$ cat src/rtl/bus_arb_pkg.sv
// -----------------------------------------------------------------------------
// bus_arb_pkg
// Shared constants for the two-master bus arbiter: FSM state encoding,
// bus response codes and the mapping from a one-hot arbitration pick to the
// next grant state.
// -----------------------------------------------------------------------------
package bus_arb_pkg;

    // State encoding is one-hot per owner so the grant output is the state itself.
    localparam logic [1:0] IDLE   = 2'b00;
    localparam logic [1:0] GNT_M0 = 2'b01;
    localparam logic [1:0] GNT_M1 = 2'b10;

    localparam logic [1:0] RESP_OKAY   = 2'b00;
    localparam logic [1:0] RESP_SLVERR = 2'b10;

    // Identity of the master that completed most recently.
    localparam logic LAST_M0 = 1'b0;
    localparam logic LAST_M1 = 1'b1;

    function automatic logic [1:0] state_from_pick(input logic [1:0] pick);
        case (pick)
            2'b01:   return GNT_M0;
            2'b10:   return GNT_M1;
            default: return IDLE;
        endcase
    endfunction

endpackage

$ cat src/rtl/bus_arbiter_2m_if.sv
// -----------------------------------------------------------------------------
// bus_arbiter_2m_if
// One Avalon-style memory-mapped port of the processor bus.
//   addr, read, write, writedata, byteenable : command, driven by the master
//   readdata, response, waitrequest          : reply, driven by the slave
// Modport master is the side that issues commands; modport slave answers them.
// -----------------------------------------------------------------------------
interface bus_arbiter_2m_if #(
    parameter int ADDR_W = 32,
    parameter int DATA_W = 32
);
    logic [ADDR_W-1:0]   addr;
    logic                read;
    logic                write;
    logic [DATA_W-1:0]   writedata;
    logic [DATA_W/8-1:0] byteenable;
    logic [DATA_W-1:0]   readdata;
    logic [1:0]          response;
    logic                waitrequest;

    modport master (
        output addr, read, write, writedata, byteenable,
        input  readdata, response, waitrequest
    );

    modport slave (
        input  addr, read, write, writedata, byteenable,
        output readdata, response, waitrequest
    );
endinterface

$ cat src/rtl/rr_pick2.sv
// -----------------------------------------------------------------------------
// rr_pick2
// Combinational two-way arbitration decision.
//   req0, req1 : pending requests from M0 / M1
//   last       : master that completed most recently (0 = M0, 1 = M1)
//   pick       : one-hot winner {M1,M0}; 00 when nobody requests
// With ROUND_ROBIN != 0 contention goes to the master that was not last;
// otherwise M0 always wins contention.
// -----------------------------------------------------------------------------
module rr_pick2 #(
    parameter int ROUND_ROBIN = 1
) (
    input  logic       req0,
    input  logic       req1,
    input  logic       last,
    output logic [1:0] pick
);
    // NOTE: every output of a combinational block gets a default first so no
    // path through the if/else can infer a latch.
    always_comb begin
        pick = 2'b00;
        if (req0 && req1) begin
            pick = (ROUND_ROBIN != 0 && last == 1'b0) ? 2'b10 : 2'b01;
        end else if (req0) begin
            pick = 2'b01;
        end else if (req1) begin
            pick = 2'b10;
        end
    end
endmodule

$ cat src/rtl/bus_arbiter_2m.sv
// -----------------------------------------------------------------------------
// bus_arbiter_2m
// Shares one slave port of the 32-bit processor bus between M0 (core wrapper)
// and M1 (DMA / debug loader). A grant covers exactly one transfer; the next
// owner is chosen in the completion cycle so transfers run back to back.
// A watchdog forces an SLVERR completion when the slave stalls too long.
//   clk, rst      : clock, synchronous active-high reset
//   m0, m1        : master-facing ports (arbiter is their slave)
//   s             : slave-facing port (arbiter is its master)
//   grant         : one-hot current owner {M1,M0}, 00 = idle
//   timeout_pulse : one-cycle pulse when the watchdog terminates a transfer
// -----------------------------------------------------------------------------
module bus_arbiter_2m
    import bus_arb_pkg::*;
#(
    parameter int ADDR_W         = 32,
    parameter int DATA_W         = 32,
    parameter int ROUND_ROBIN    = 1,
    parameter int TIMEOUT_CYCLES = 1024
) (
    input  logic                    clk,
    input  logic                    rst,
    bus_arbiter_2m_if.slave         m0,
    bus_arbiter_2m_if.slave         m1,
    bus_arbiter_2m_if.master        s,
    output logic [1:0]              grant,
    output logic                    timeout_pulse
);
    localparam int WDOG_W = (TIMEOUT_CYCLES > 0) ? $clog2(TIMEOUT_CYCLES + 1) : 1;

    logic [1:0] state, state_next;
    logic       last;
    logic       req0, req1;
    logic       owner_req;
    logic       timeout_hit;
    logic       done;
    logic       last_in;
    logic [1:0] pick;

    assign req0 = m0.read | m0.write;
    assign req1 = m1.read | m1.write;

    assign owner_req = (state == GNT_M0 && req0) || (state == GNT_M1 && req1);
    assign done      = owner_req && (!s.waitrequest || timeout_hit);

    // On completion the finishing master becomes "last" in the same edge, so the
    // pick must already see it as last or contention would grant it twice.
    assign last_in = (state == IDLE) ? last : (state == GNT_M1);

    rr_pick2 #(.ROUND_ROBIN(ROUND_ROBIN)) u_pick (
        .req0 (req0),
        .req1 (req1),
        .last (last_in),
        .pick (pick)
    );

    always_comb begin
        state_next = state;
        case (state)
            IDLE: state_next = state_from_pick(pick);
            GNT_M0, GNT_M1: begin
                if (done)            state_next = state_from_pick(pick);
                else if (!owner_req) state_next = IDLE;   // strobe withdrawn: drop silently
            end
            default: state_next = IDLE;
        endcase
    end

    // NOTE: sequential state uses non-blocking assignments so every register
    // samples the pre-edge values regardless of statement order.
    always_ff @(posedge clk) begin
        if (rst) begin
            state <= IDLE;
            last  <= LAST_M1;
        end else begin
            state <= state_next;
            if (done) last <= (state == GNT_M1) ? LAST_M1 : LAST_M0;
        end
    end

    generate
        if (TIMEOUT_CYCLES > 0) begin : g_wdog
            localparam logic [WDOG_W-1:0] WDOG_LAST = WDOG_W'(TIMEOUT_CYCLES - 1);
            localparam logic [WDOG_W-1:0] WDOG_MAX  = '1;
            logic [WDOG_W-1:0] wdog;

            assign timeout_hit = owner_req && s.waitrequest && (wdog == WDOG_LAST);

            // A re-grant to the same master is a new transfer, so completion
            // clears the count as well as a state change does.
            always_ff @(posedge clk) begin
                if (rst) begin
                    wdog <= '0;
                end else if (state == IDLE || done || state_next != state) begin
                    wdog <= '0;
                end else if (s.waitrequest && wdog != WDOG_MAX) begin
                    wdog <= wdog + 1'b1;
                end
            end
        end else begin : g_no_wdog
            assign timeout_hit = 1'b0;
        end
    endgenerate

    assign grant         = state;
    assign timeout_pulse = timeout_hit;

    always_comb begin
        s.addr         = {ADDR_W{1'b0}};
        s.read         = 1'b0;
        s.write        = 1'b0;
        s.writedata    = {DATA_W{1'b0}};
        s.byteenable   = {(DATA_W/8){1'b0}};
        m0.readdata    = {DATA_W{1'b0}};
        m0.response    = RESP_OKAY;
        m0.waitrequest = 1'b1;
        m1.readdata    = {DATA_W{1'b0}};
        m1.response    = RESP_OKAY;
        m1.waitrequest = 1'b1;
        case (state)
            GNT_M0: begin
                s.addr         = m0.addr;
                s.read         = m0.read;
                s.write        = m0.write;
                s.writedata    = m0.writedata;
                s.byteenable   = m0.byteenable;
                m0.readdata    = timeout_hit ? {DATA_W{1'b0}} : s.readdata;
                m0.response    = timeout_hit ? RESP_SLVERR : s.response;
                m0.waitrequest = !done;
            end
            GNT_M1: begin
                s.addr         = m1.addr;
                s.read         = m1.read;
                s.write        = m1.write;
                s.writedata    = m1.writedata;
                s.byteenable   = m1.byteenable;
                m1.readdata    = timeout_hit ? {DATA_W{1'b0}} : s.readdata;
                m1.response    = timeout_hit ? RESP_SLVERR : s.response;
                m1.waitrequest = !done;
            end
            default: ;
        endcase
    end
endmodule

$ cat src/flat_wrapper.sv
// flat-port wrapper written by rule: the top's interface ports become plain ports
module bus_arbiter_2m_flat import bus_arb_pkg::*;
#(
    parameter int ADDR_W         = 32,
    parameter int DATA_W         = 32,
    parameter int ROUND_ROBIN    = 1,
    parameter int TIMEOUT_CYCLES = 1024
)
  (clk, rst, grant, timeout_pulse, m0_addr, m0_read, m0_write, m0_writedata, m0_byteenable, m0_readdata, m0_response, m0_waitrequest, m1_addr, m1_read, m1_write, m1_writedata, m1_byteenable, m1_readdata, m1_response, m1_waitrequest, s_addr, s_read, s_write, s_writedata, s_byteenable, s_readdata, s_response, s_waitrequest);
  bus_arbiter_2m_if #(.ADDR_W(ADDR_W), .DATA_W(DATA_W)) m0_i ();
  bus_arbiter_2m_if #(.ADDR_W(ADDR_W), .DATA_W(DATA_W)) m1_i ();
  bus_arbiter_2m_if #(.ADDR_W(ADDR_W), .DATA_W(DATA_W)) s_i ();
  input  logic clk;
  input  logic rst;
  output logic [1:0] grant;
  output logic timeout_pulse;
  input wire logic [$bits(m0_i.addr)-1:0] m0_addr;
  input wire logic [$bits(m0_i.read)-1:0] m0_read;
  input wire logic [$bits(m0_i.write)-1:0] m0_write;
  input wire logic [$bits(m0_i.writedata)-1:0] m0_writedata;
  input wire logic [$bits(m0_i.byteenable)-1:0] m0_byteenable;
  output wire logic [$bits(m0_i.readdata)-1:0] m0_readdata;
  output wire logic [$bits(m0_i.response)-1:0] m0_response;
  output wire logic [$bits(m0_i.waitrequest)-1:0] m0_waitrequest;
  input wire logic [$bits(m1_i.addr)-1:0] m1_addr;
  input wire logic [$bits(m1_i.read)-1:0] m1_read;
  input wire logic [$bits(m1_i.write)-1:0] m1_write;
  input wire logic [$bits(m1_i.writedata)-1:0] m1_writedata;
  input wire logic [$bits(m1_i.byteenable)-1:0] m1_byteenable;
  output wire logic [$bits(m1_i.readdata)-1:0] m1_readdata;
  output wire logic [$bits(m1_i.response)-1:0] m1_response;
  output wire logic [$bits(m1_i.waitrequest)-1:0] m1_waitrequest;
  output wire logic [$bits(s_i.addr)-1:0] s_addr;
  output wire logic [$bits(s_i.read)-1:0] s_read;
  output wire logic [$bits(s_i.write)-1:0] s_write;
  output wire logic [$bits(s_i.writedata)-1:0] s_writedata;
  output wire logic [$bits(s_i.byteenable)-1:0] s_byteenable;
  input wire logic [$bits(s_i.readdata)-1:0] s_readdata;
  input wire logic [$bits(s_i.response)-1:0] s_response;
  input wire logic [$bits(s_i.waitrequest)-1:0] s_waitrequest;
  assign m0_i.addr = m0_addr;
  assign m0_i.read = m0_read;
  assign m0_i.write = m0_write;
  assign m0_i.writedata = m0_writedata;
  assign m0_i.byteenable = m0_byteenable;
  assign m0_readdata = m0_i.readdata;
  assign m0_response = m0_i.response;
  assign m0_waitrequest = m0_i.waitrequest;
  assign m1_i.addr = m1_addr;
  assign m1_i.read = m1_read;
  assign m1_i.write = m1_write;
  assign m1_i.writedata = m1_writedata;
  assign m1_i.byteenable = m1_byteenable;
  assign m1_readdata = m1_i.readdata;
  assign m1_response = m1_i.response;
  assign m1_waitrequest = m1_i.waitrequest;
  assign s_addr = s_i.addr;
  assign s_read = s_i.read;
  assign s_write = s_i.write;
  assign s_writedata = s_i.writedata;
  assign s_byteenable = s_i.byteenable;
  assign s_i.readdata = s_readdata;
  assign s_i.response = s_response;
  assign s_i.waitrequest = s_waitrequest;
  bus_arbiter_2m #(.ADDR_W(ADDR_W), .DATA_W(DATA_W), .ROUND_ROBIN(ROUND_ROBIN), .TIMEOUT_CYCLES(TIMEOUT_CYCLES)) u_core (.clk(clk), .rst(rst), .m0(m0_i), .m1(m1_i), .s(s_i), .grant(grant), .timeout_pulse(timeout_pulse));
endmodule
$ cat config.mk
export PLATFORM = sky130hd
export DESIGN_NAME = bus_arbiter_2m_flat
export DESIGN_NICKNAME = d
export VERILOG_FILES = /design/src/rtl/bus_arb_pkg.sv /design/src/rtl/bus_arbiter_2m_if.sv /design/src/rtl/rr_pick2.sv /design/src/rtl/bus_arbiter_2m.sv /design/src/flat_wrapper.sv
export SDC_FILE = /design/constraint.sdc
export NUM_CORES = 1
export LEC_CHECK = 0
export ABC_AREA = 1
export CAP_MARGIN = 20
export CORE_AREA = 2 2 124 126
export DETAILED_ROUTE_END_ITERATION = 8
export DIE_AREA = 0 0 126 128
export DONT_BUFFER_PORTS = 1
export PLACE_DENSITY = 0.32
export SYNTH_ARGS = -nofsm -noshare
export SYNTH_HDL_FRONTEND = slang
export SYNTH_HIERARCHICAL = 1
export SYNTH_SLANG_ARGS = --single-unit
$ cat constraint.sdc
create_clock -name clk -period 4.84 [get_ports clk]
set_input_delay 0.484 -clock clk [delete_from_list [all_inputs] [get_ports clk]]
set_output_delay 0.484 -clock clk [all_outputs]
set_load 0.01 [all_outputs]
== Yosys cells after proc, flatten, opt, wreduce, memory -nomap -nowiden ==
Cells that the tools add are included.

* RAM bits: 0
* Bits in latches: 0
* Register bits after elaboration: 14
* ROM bits: 0
* Input bits: 177
* Memories: 0
* Output and inout bits: 143

* $add $sub $neg: 1
* Multiplexer cells: 23
* Shift-type cells: 0
* Divide/modulo/power cells: 0
* Eq/ne operators: 7
* $lt $le $gt $ge: 0
* Bitwise operators: 2
* $mul: 0
* Reductions and logical operators: 16

{| class="wikitable"
|+ Operators with widths
! cell !! count
|-
| case mux 32 bit (2 select lines) || 2
|-
| 2-to-1 mux 32 bit || 3
|-
| 2-to-1 mux 2 bit || 9
|-
| adder 11 x 1 -> 11 bit (second input constant) || 1
|-
| == test 11 x 10 -> 1 bit (second input constant) || 1
|-
| != test 11 bit (second input constant) || 1
|-
| case mux 2 bit (2 select lines) || 2
|-
| case mux 4 bit (2 select lines) || 1
|-
| logical AND 1 bit || 7
|-
| == test 2 x 1 -> 1 bit (second input constant) || 2
|-
| == test 2 bit (second input constant) || 2
|-
| logical OR 1 bit || 4
|-
| 2-to-1 mux 1 bit || 4
|-
| case mux 1 bit (2 select lines) || 2
|-
| OR reduction 2 bit || 2
|-
| logical NOT 1 bit || 2
|-
| logical NOT 2 bit || 1
|-
| != test 2 bit || 1
|-
| OR 1 bit || 2
|}

== Longest topological paths before layout ==
Gate-level depths: netlist of the first run.

* Depth in word-level cells: 12
* Depth in mapped cells: 18
* Depth with buffers taken out: 15

== Cells and area by module ==
The synthesis of the first run kept the hierarchy.

{| class="wikitable"
|+ By module, submodules not included
! module !! sequential area each (sq um) !! area each (sq um) !! cells an instance !! times used
|-
| bus_arbiter_2m || 280.3 || 2448.6 || 478 || 1
|-
| rr_pick2 || 0.0 || 21.3 || 5 || 1
|}

== Worst setup path after synthesis of the first run ==
Ideal clock, no wire load.

* Kind: reg2reg
* From: register u_core.state[0] (netlist: u_core/grant[0])
* To: register u_core.g_wdog.wdog[10]
* Setup slack: 2514 ps
* Arrival: 2264 ps
* Cell stages (with the launch flop): 17
* Path buffers: 3
* Clock period less this slack: 2326 ps
* Required time: 4778 ps
* Cells stage by stage: dfxtp_1 > inv_1 > ha_1 > buf_2 > clkinv_1 > clkbuf_1 > o21ai_0 > a21oi_1 > nand2_1 > nand2_1 > nand3_1 > nand2_1 > nand3_1 > nand2_1 > nand3_2 > buf_6 > nor2_2

* Elaborated cells on any way between the ends: 24

{| class="wikitable"
|+ RTL lines
! what !! line !! text
|-
| from (decl) || bus_arbiter_2m.sv:31 || <nowiki>logic [1:0] state, state_next;</nowiki>
|-
| from (signal assigned) || bus_arbiter_2m.sv:76 || <nowiki>state <= state_next;</nowiki>
|-
| == test 2 bit / logical NOT 2 bit (equally long branches) || bus_arbiter_2m.sv:48 || <nowiki>assign last_in = (state == IDLE) ? last : (state == GNT_M1);</nowiki>
|-
| 2-to-1 mux 1 bit (*) || bus_arbiter_2m.sv:48 ||
|-
| net u_core.last_in || bus_arbiter_2m.sv:37 || <nowiki>logic last_in;</nowiki>
|-
| 2-to-1 mux 2 bit (*) || rr_pick2.sv:23 || <nowiki>pick = (ROUND_ROBIN != 0 && last == 1'b0) ? 2'b10 : 2'b01;</nowiki>
|-
| 2-to-1 mux 2 bit (*) || rr_pick2.sv:22 || <nowiki>if (req0 && req1) begin</nowiki>
|-
| net u_core.pick[1] || bus_arbiter_2m.sv:38 || <nowiki>logic [1:0] pick;</nowiki>
|-
| == test 2 bit / == test 2 x 1 -> 1 bit (equally long branches) || bus_arb_pkg.sv:22 || <nowiki>case (pick)</nowiki>
|-
| case mux 2 bit (2 select lines) (*) || bus_arb_pkg.sv:22 ||
|-
| 2-to-1 mux 2 bit || bus_arbiter_2m.sv:62 || <nowiki>if (done) state_next = state_from_pick(pick);</nowiki>
|-
| case mux 2 bit (2 select lines) (*) || bus_arbiter_2m.sv:59 || <nowiki>case (state)</nowiki>
|-
| != test 2 bit (*) || bus_arbiter_2m.sv:94 || <nowiki>end else if (state == IDLE || done || state_next != state) begin</nowiki>
|-
| logical OR 1 bit (*) || bus_arbiter_2m.sv:94 ||
|-
| OR reduction 2 bit (no source line) (*) || n/a ||
|-
| to (signal assigned) || bus_arbiter_2m.sv:97 || <nowiki>wdog <= wdog + 1'b1;</nowiki>
|-
| to (decl) || bus_arbiter_2m.sv:85 || <nowiki>logic [WDOG_W-1:0] wdog;</nowiki>
|}

The timed path passes the listed nets; every way through them passes the cells marked *.
A chain may end at the register's enable or synchronous reset.

== Worst setup path in the final report of the first run ==
* From: register u_core.state[0] (netlist: u_core/grant[0])
* To: output m0_readdata[26]

* Longest elaborated chain between the ends: 7
* Elaborated cells on any way between the ends: 9

{| class="wikitable"
|+ RTL lines
! what !! line !! text
|-
| == test 2 x 1 -> 1 bit / == test 2 bit (equally long branches) || bus_arbiter_2m.sv:43, bus_arbiter_2m.sv:120 ||
|-
| logical AND 1 bit || bus_arbiter_2m.sv:43 || <nowiki>assign owner_req = (state == GNT_M0 && req0) || (state == GNT_M1 && req1);</nowiki>
|-
| logical OR 1 bit || bus_arbiter_2m.sv:43 ||
|-
| logical AND 1 bit (2 in series) || bus_arbiter_2m.sv:87 || <nowiki>assign timeout_hit = owner_req && s.waitrequest && (wdog == WDOG_LAST);</nowiki>
|-
| 2-to-1 mux 32 bit || bus_arbiter_2m.sv:127 || <nowiki>m0.readdata = timeout_hit ? {DATA_W{1'b0}} : s.readdata;</nowiki>
|-
| 2-to-1 mux 32 bit (*) || bus_arbiter_2m.sv:120 || <nowiki>case (state)</nowiki>
|-
| to (decl) || flat_wrapper.sv:22 || <nowiki>output wire logic [$bits(m0_i.readdata)-1:0] m0_readdata;</nowiki>
|}

Mark *: on every way between the ends. The rest lies on a longest branch, timed or not.

==> flow_summary_export.csv, run 1 <==
group,metric,value,unit
place,placed_area,2590,um^2
logic_synthesis,syn_inst,483,
cells_and_area,n_antenna_cell,0,
floorplan,die_h,128,um
cts,worstSkewPairLatency,0.24,ns
logic_synthesis,async_reset_ff_share,0,%
setup_path,critPathKind,"register to primary output",
sta,rsz0062_at_grt,"false",
sta,finalCritPeriodShare,61.1,%
routing,via_per_inst,4.70,
setup_path,cp.arrival,2.47,ns
logic_synthesis,yosysSeqAreaShare,11.3,%
logic_synthesis,synth_top_family_by_area,"simple AND/OR/NAND/NOR gates",
setup_path,startpoint_type,"register",
place,port_buffers,0,
cts,clk_pin_slew,0.04,ns
setup_path,critPathCaptureType,"primary output",
routing,firstDrtPassIters,4,
setup_path,r2r-end,"u_core/g_wdog.wdog[9]",
power_and_ir_drop,swShare,53.3,%
cts,htreeDepth,1,
power_and_ir_drop,p_leak,0.868,nW
routing,drc,0,
sta,tns,0,ns
setup_path,worst-path-max-fanout,34,
floorplan,num_io_pins,320,
sta,hold_violations,0,
power_and_ir_drop,clockPowerShare,22.9,%
cts,cts.path.max_buffers,2,
cts,ctsResizeCount,0,
place,gp_congestion,0.825,
routing,detail_route.wirelength,11500,um
place,hpwl,9650,um
sta,maxSlewHeadroom,36.5,%
outcome,status,"complete, no violations",
logic_synthesis,synth_mux_area_share,0.405,%
logic_synthesis,syn_avg_cell_area,5.11,um^2
routing,dr_total_vias,3019,
setup_path,reg2reg_from,"u_core/grant[0]",
floorplan,die_x,126,um
hold_path,hold_end,"u_core/grant[1]",
logic_synthesis,synthSimpleGateAreaFrac,51.2,%
run,maxCapViolations,0,
grt,grt_max_degree,72,
power_and_ir_drop,combinationalPowerShare,59.8,%
logic_synthesis,synthTopCellsByCount,"167 x nand2_1, 73 x a21oi_1, 68 x nor3_1, 55 x inv_1, 18 x clkbuf_1",
setup_path,worstRegToRegCells,13,
grt,first_global_vias,2452,
cts,clock_sinks,14,
sta,setup_viol,0,
power_and_ir_drop,vdd_drop_max,100,uV
cells_and_area,stdcell_count,643,
cts,cts_hold_buf,0,
sta,worst_hold_slack,0.311,ns
cells_and_area,area_growth,9.12,%
routing,postRouteAntennaNets,0,
place,dp_cells,638,
sta,period_minus_slack,2.96,ns
floorplan,placeableCoreArea,14900,um^2
logic_synthesis,syn-num-nets,665,
sta,fmax,338,MHz
cts,root_buffer,"clkbuf_16",
cells_and_area,layout-drive-gt1-share,8.79,%
hold_path,hold_path_class,"input pin to register",
grt,grt_pass1_wl,14900,um
logic_synthesis,yosys.area_share.xor_xnor,2.84,%
logic_synthesis,synth_edf_count,0,
sta,slew_viol_final,0,
logic_synthesis,synthDominantCellAreaShare,25.4,%
grt,antenna_found_initial,0,
grt,grt_usage,11.9,%
power_and_ir_drop,powerDensity,277,nW/um^2
logic_synthesis,yosys_register_bits,14,
power_and_ir_drop,p_sw,0.398,mW
cts,cts_tree,"done",
cells_and_area,stdcell_area,2700,um^2
logic_synthesis,synth_top_cell_by_area,"nand2_1",
cells_and_area,nets,638,
sta,worstMarginPinSlew,0.946,ns
sta,finClkSkew,0.00326,ns
logic_synthesis,synth.distinct_cells,32,
power_and_ir_drop,pwr-share-seq,17.3,%
routing,drt_iter0_drc,174,
grt,grt_overflow,0,
setup_path,r2r_setup_slack,2.53,ns
logic_synthesis,ys_warn_count,6,
power_and_ir_drop,total_power,0.748,mW
logic_synthesis,synth-compound-area-share,15.9,%
floorplan,rows,45,
logic_synthesis,synth_flop_cell,"dfxtp_1",
logic_synthesis,synth_most_common_cell,"nand2_1",
setup_path,cp.required,4.36,ns
logic_synthesis,netlist_top_cells_area,"nand2_1 25%, a21oi_1 15%, nor3_1 14%",
logic_synthesis,synth_fa_ha_area_share,2.53,%
hold_path,hp-start,"rst",
floorplan,dieArea,16100,um^2
floorplan,initial_core_util,16.6,%
hold_path,holdPathStages,1,
routing,wl_per_cell,17.9,um
logic_synthesis,synth.cell_area,2470,um^2
cts,cts_made_buffers,3,
power_and_ir_drop,power.internal,0.349,mW
cts,post_cts_buffers,0,
==> area by class of cell <==
cell class	instances	area [um^2]
Fill cell	1743	12200
Multi-Input combinational cell	371	1810
Sequential cell	14	280
Tap cell	188	235
Inverter	61	229
Clock buffer	4	88.8
Timing Repair Buffer	5	50.0
==> sequential cells by signal, summed over array words and instances, names as in the netlist <==
name / flops
u_core/last: 1
u_core/g_wdog.wdog: 11
u_core/grant: 2
==> routing by layer <==
layer | part of all wire (%) | track usage [%] | vias to the layer above | routed length [um]
li1 | - | - | 1475 | -
met1 | 38 | 15.5 | 1356 | 4370
met2 | 48 | 19.2 | 173 | 5490
met3 | 12 | 3.34 | 15 | 1350
met4 | 2.4 | 3.94 | 0 | 273
met5 | 0 | 0 | - | 0
==> cell families (layout without fill, tap and decap cells) <==
| group | after synthesis | in the layout |
|---|---|---|
| xor+xnor | 8 | 8 |
| mux | 1 | 1 |
| fa+ha+maj | 5 | 5 |
| flops | 14 | 14 |
| simple gates | 279 | 279 |
| compound gates | 78 | 78 |
| buf+inv | 98 | 70 |
==> critical path, stage by stage (launching register included) <==
cell	delay (ns)
dfxtp_1	0.49
ha_2	0.30
clkinv_1	0.75
nor3_1	0.67
==> power groups by stage <==
stage | Sequential [mW] | Combinational (mW) | Clock, mW
CTS | 0.130 | 0.440 | 0.178
detailed placement | 0.132 | 0.439 | 0
global route | 0.130 | 0.489 | 0.185
finish | 0.129 | 0.447 | 0.171
global placement | 0.132 | 0.433 | 0
floorplan | 0.129 | 0.356 | 0
==> stage by stage <==
| stage | worst slack (ns) | util [%] |
|---|---|---|
| 2_1_floorplan | 2.51 | - |
| 3_3_place_gp | 2.15 | 17.4 |
| 3_5_place_dp | 2.08 | 17.4 |
| 4_1_cts | 1.82 | 18.0 |
| 5_1_grt | 1.77 | 18.1 |
| 6_report | 1.88 | 18.1 |
==> worst max path at each step <==
stage                          startpoint                endpoint  slack [ns]  cells past startpoint
after CTS                 u_core/grant[0]         m0_readdata[26]        1.82                      3
after detailed placement  u_core/grant[0]         m0_readdata[26]        2.08                      3
after floorplan           u_core/grant[0]  u_core/g_wdog.wdog[10]        2.51                     16
final                     u_core/grant[0]         m0_readdata[26]        1.88                      3
after global routing      u_core/grant[0]         m0_readdata[26]        1.77                      3
after global placement    u_core/grant[0]         m0_readdata[26]        2.15                      3
==> cells in the final DEF, fill, tap and decap left out <==
cell type  count
a21oi_1       73
nor2_2         9
inv_2          4
xnor2_1        3
ha_2           2
mux2i_1        1
buf_4          4
dfxtp_1       14
nand2_2        8
nor3_1        68
or2_1          1
clkinv_1       2
a31oi_1        1
o21ai_1        1
nand3_2        2
nor3_4         1
xor2_1         5
clkbuf_16      3
nand2_4        1
buf_12         1
o21ai_0        3
clkbuf_8       1
nand3b_1       1
inv_1         55
ha_1           3
nor4_4         1
nand4_1        1
nand3_1        8
nand2_1      167
nor2_1         8
nor2_4         2
nand3_4        1
No activity file was read; power rests on OpenSTA's default activity.
==> run 2: changes to the inputs <==
- CORE_AREA: 2 2 124 126 -> 2 2 125 127
- DIE_AREA: 0 0 126 128 -> 0 0 127 129
- clock period: 4.84 -> 3.05 ns (I/O delays scaled with it)
==> flow_summary_export.csv, run 2 (same netlist as run 1, synthesis figures left out) <==
group,metric,value,unit
grt,grt_max_degree,68,
grt,grt_pass1_wl,17000,um
sta,setup_slack,0.397,ns
routing,firstDrtPassIters,5,
place,port_buffers,0,
routing,detail_route.wirelength,13000,um
cells_and_area,layout-drive-gt1-share,21.0,%
setup_path,worstRegToRegCells,13,
cts,cts_made_buffers,3,
cells_and_area,final_common_cell,"nand2_1",
sta,finalCritPeriodShare,87.0,%
place,gp_congestion,0.788,
floorplan,die_h,129,um
floorplan,placeableCoreArea,15000,um^2
cts,clock_sinks,14,
floorplan,initial_core_util,16.5,%
grt,antenna_found_initial,0,
floorplan,num_io_pins,320,
power_and_ir_drop,vdd_drop_max,211,uV
setup_path,cp.required,2.74,ns
sta,worstMarginPinSlew,0.601,ns
routing,wl_per_cell,18.2,um
outcome,status,"complete, no violations",
sta,rsz0062_at_grt,"false",
sta,finClkSkew,0.00453,ns
run,maxCapViolations,0,
setup_path,slowest_stage,"dfxtp_1",
cells_and_area,nets,708,
sta,period_minus_slack,2.65,ns
routing,postRouteAntennaNets,0,
setup_path,r2r_setup_slack,0.65,ns
floorplan,die_x,127,um
setup_path,crit_chain,"inv_1 > ha_1 > inv_2 > buf_4 > a21oi_1",
setup_path,startpoint_type,"register",
cts,htreeDepth,1,
sta,fmax,377,MHz
floorplan,dieArea,16400,um^2
cts,ctsResizeCount,0,
routing,via_per_inst,4.62,
setup_path,crit_family,"buffers and inverters",
sta,setup_viol,0,
cells_and_area,fillers,1758,
hold_path,hold_path_class,"input pin to register",
power_and_ir_drop,p_leak,1.24,nW
cells_and_area,n_antenna_cell,0,
routing,drt_iter0_drc,172,
sta,worst_hold_slack,0.135,ns
hold_path,holdPathStages,1,
cts,post_cts_buffers,0,
cts,cts_hold_buf,0,
cells_and_area,area_growth,30.4,%
sta,maxSlewHeadroom,60.1,%
place,hpwl,10800,um
setup_path,reg2reg_from,"u_core/grant[1]",
cts,cts.path.max_buffers,2,
sta,tns,0,ns
setup_path,critPathKind,"register to primary output",
grt,first_global_vias,2842,
setup_path,critPathCaptureType,"primary output",
power_and_ir_drop,powerDensity,407,nW/um^2
cts,worstSkewPairLatency,0.24,ns
cells_and_area,layout_common_cells,"167 x nand2_1, 74 x buf_4, 73 x a21oi_1",
hold_path,hp-start,"rst",
floorplan,rows,45,
setup_path,worst-path-max-fanout,42,
cts,root_buffer,"clkbuf_16",
cts,cts_tree,"done",
grt,grt_overflow,0,
hold_path,hold_end,"u_core/grant[1]",
place,post-place-ws,0.552,ns
routing,drc,0,
routing,dr_total_vias,3291,
setup_path,crit_buf_inv,3,
cells_and_area,largest_reg_flops,11,
grt,grt_usage,13.4,%
setup_path,slowest_delay,0.50,ns
sta,slew_viol_final,0,
setup_path,r2r-end,"u_core/g_wdog.wdog[2]",
cells_and_area,regMostFlops,"u_core/g_wdog.wdog",
setup_path,cp.arrival,2.35,ns
cts,clk_pin_slew,0.04,ns
sta,hold_violations,0,
[run 2: cell type report]
cell class	count	area, um^2	area share (%)
clock buffer	4	88.8	2.76
inverter	61	229	7.11
multi-input combinational	371	1810	56.3
sequential	14	280	8.70
tap	188	235	7.30
timing repair buffer	75	576	17.9
[run 2: worst reg2reg max path: stages, from the launching register on]
cell and delay [ns]:
dfxtp_1 0.50, ha_2 0.44, clkinv_1 0.13, o21ai_0 0.21
nand3_1 0.10, nand2_1 0.06, inv_1 0.05, nor2_1 0.09
nand2_1 0.06, nand2_1 0.05, nand2_1 0.06, nand2_1 0.07
nand3_2 0.31, nor2_2 0.19
[run 2: through the flow]
step                total power [mW]  area (um^2)  instances  utilization, %
floorplan                      0.771         2470        483               -
global placement                1.05         3130        709            20.9
detailed placement              1.05         3130        709            20.9
CTS                             1.33         3220        713            21.5
global route                    1.41         3220        713            21.5
finish                          1.31         3220        713            21.5
[run 2: power by group]
part           switching [mW]  leakage, nW  internal (mW)
logic                   0.578         1.08          0.255
clock network          0.0710       0.0442          0.198
registers              0.0150        0.113          0.192
[run 2: per-layer routing]
metal	track usage (%)	up-vias	share of wire (%)
met5	0	-	0
met2	24.6	148	52
li1	-	1611	-
met3	2.54	8	7.7
met1	16.5	1524	39
met4	2.46	0	1.2
[run 2: worst max-delay path by stage]
stage	startpoint	end	cells past startpoint
2_1_floorplan	u_core/grant[0]	u_core/g_wdog.wdog[10]	16
3_3_place_gp	u_core/grant[0]	s_addr[8]	5
3_5_place_dp	u_core/grant[0]	s_addr[16]	5
4_1_cts	u_core/grant[0]	s_addr[16]	5
5_1_grt	u_core/grant[0]	s_addr[8]	5
6_report	u_core/grant[1]	s_addr[8]	5
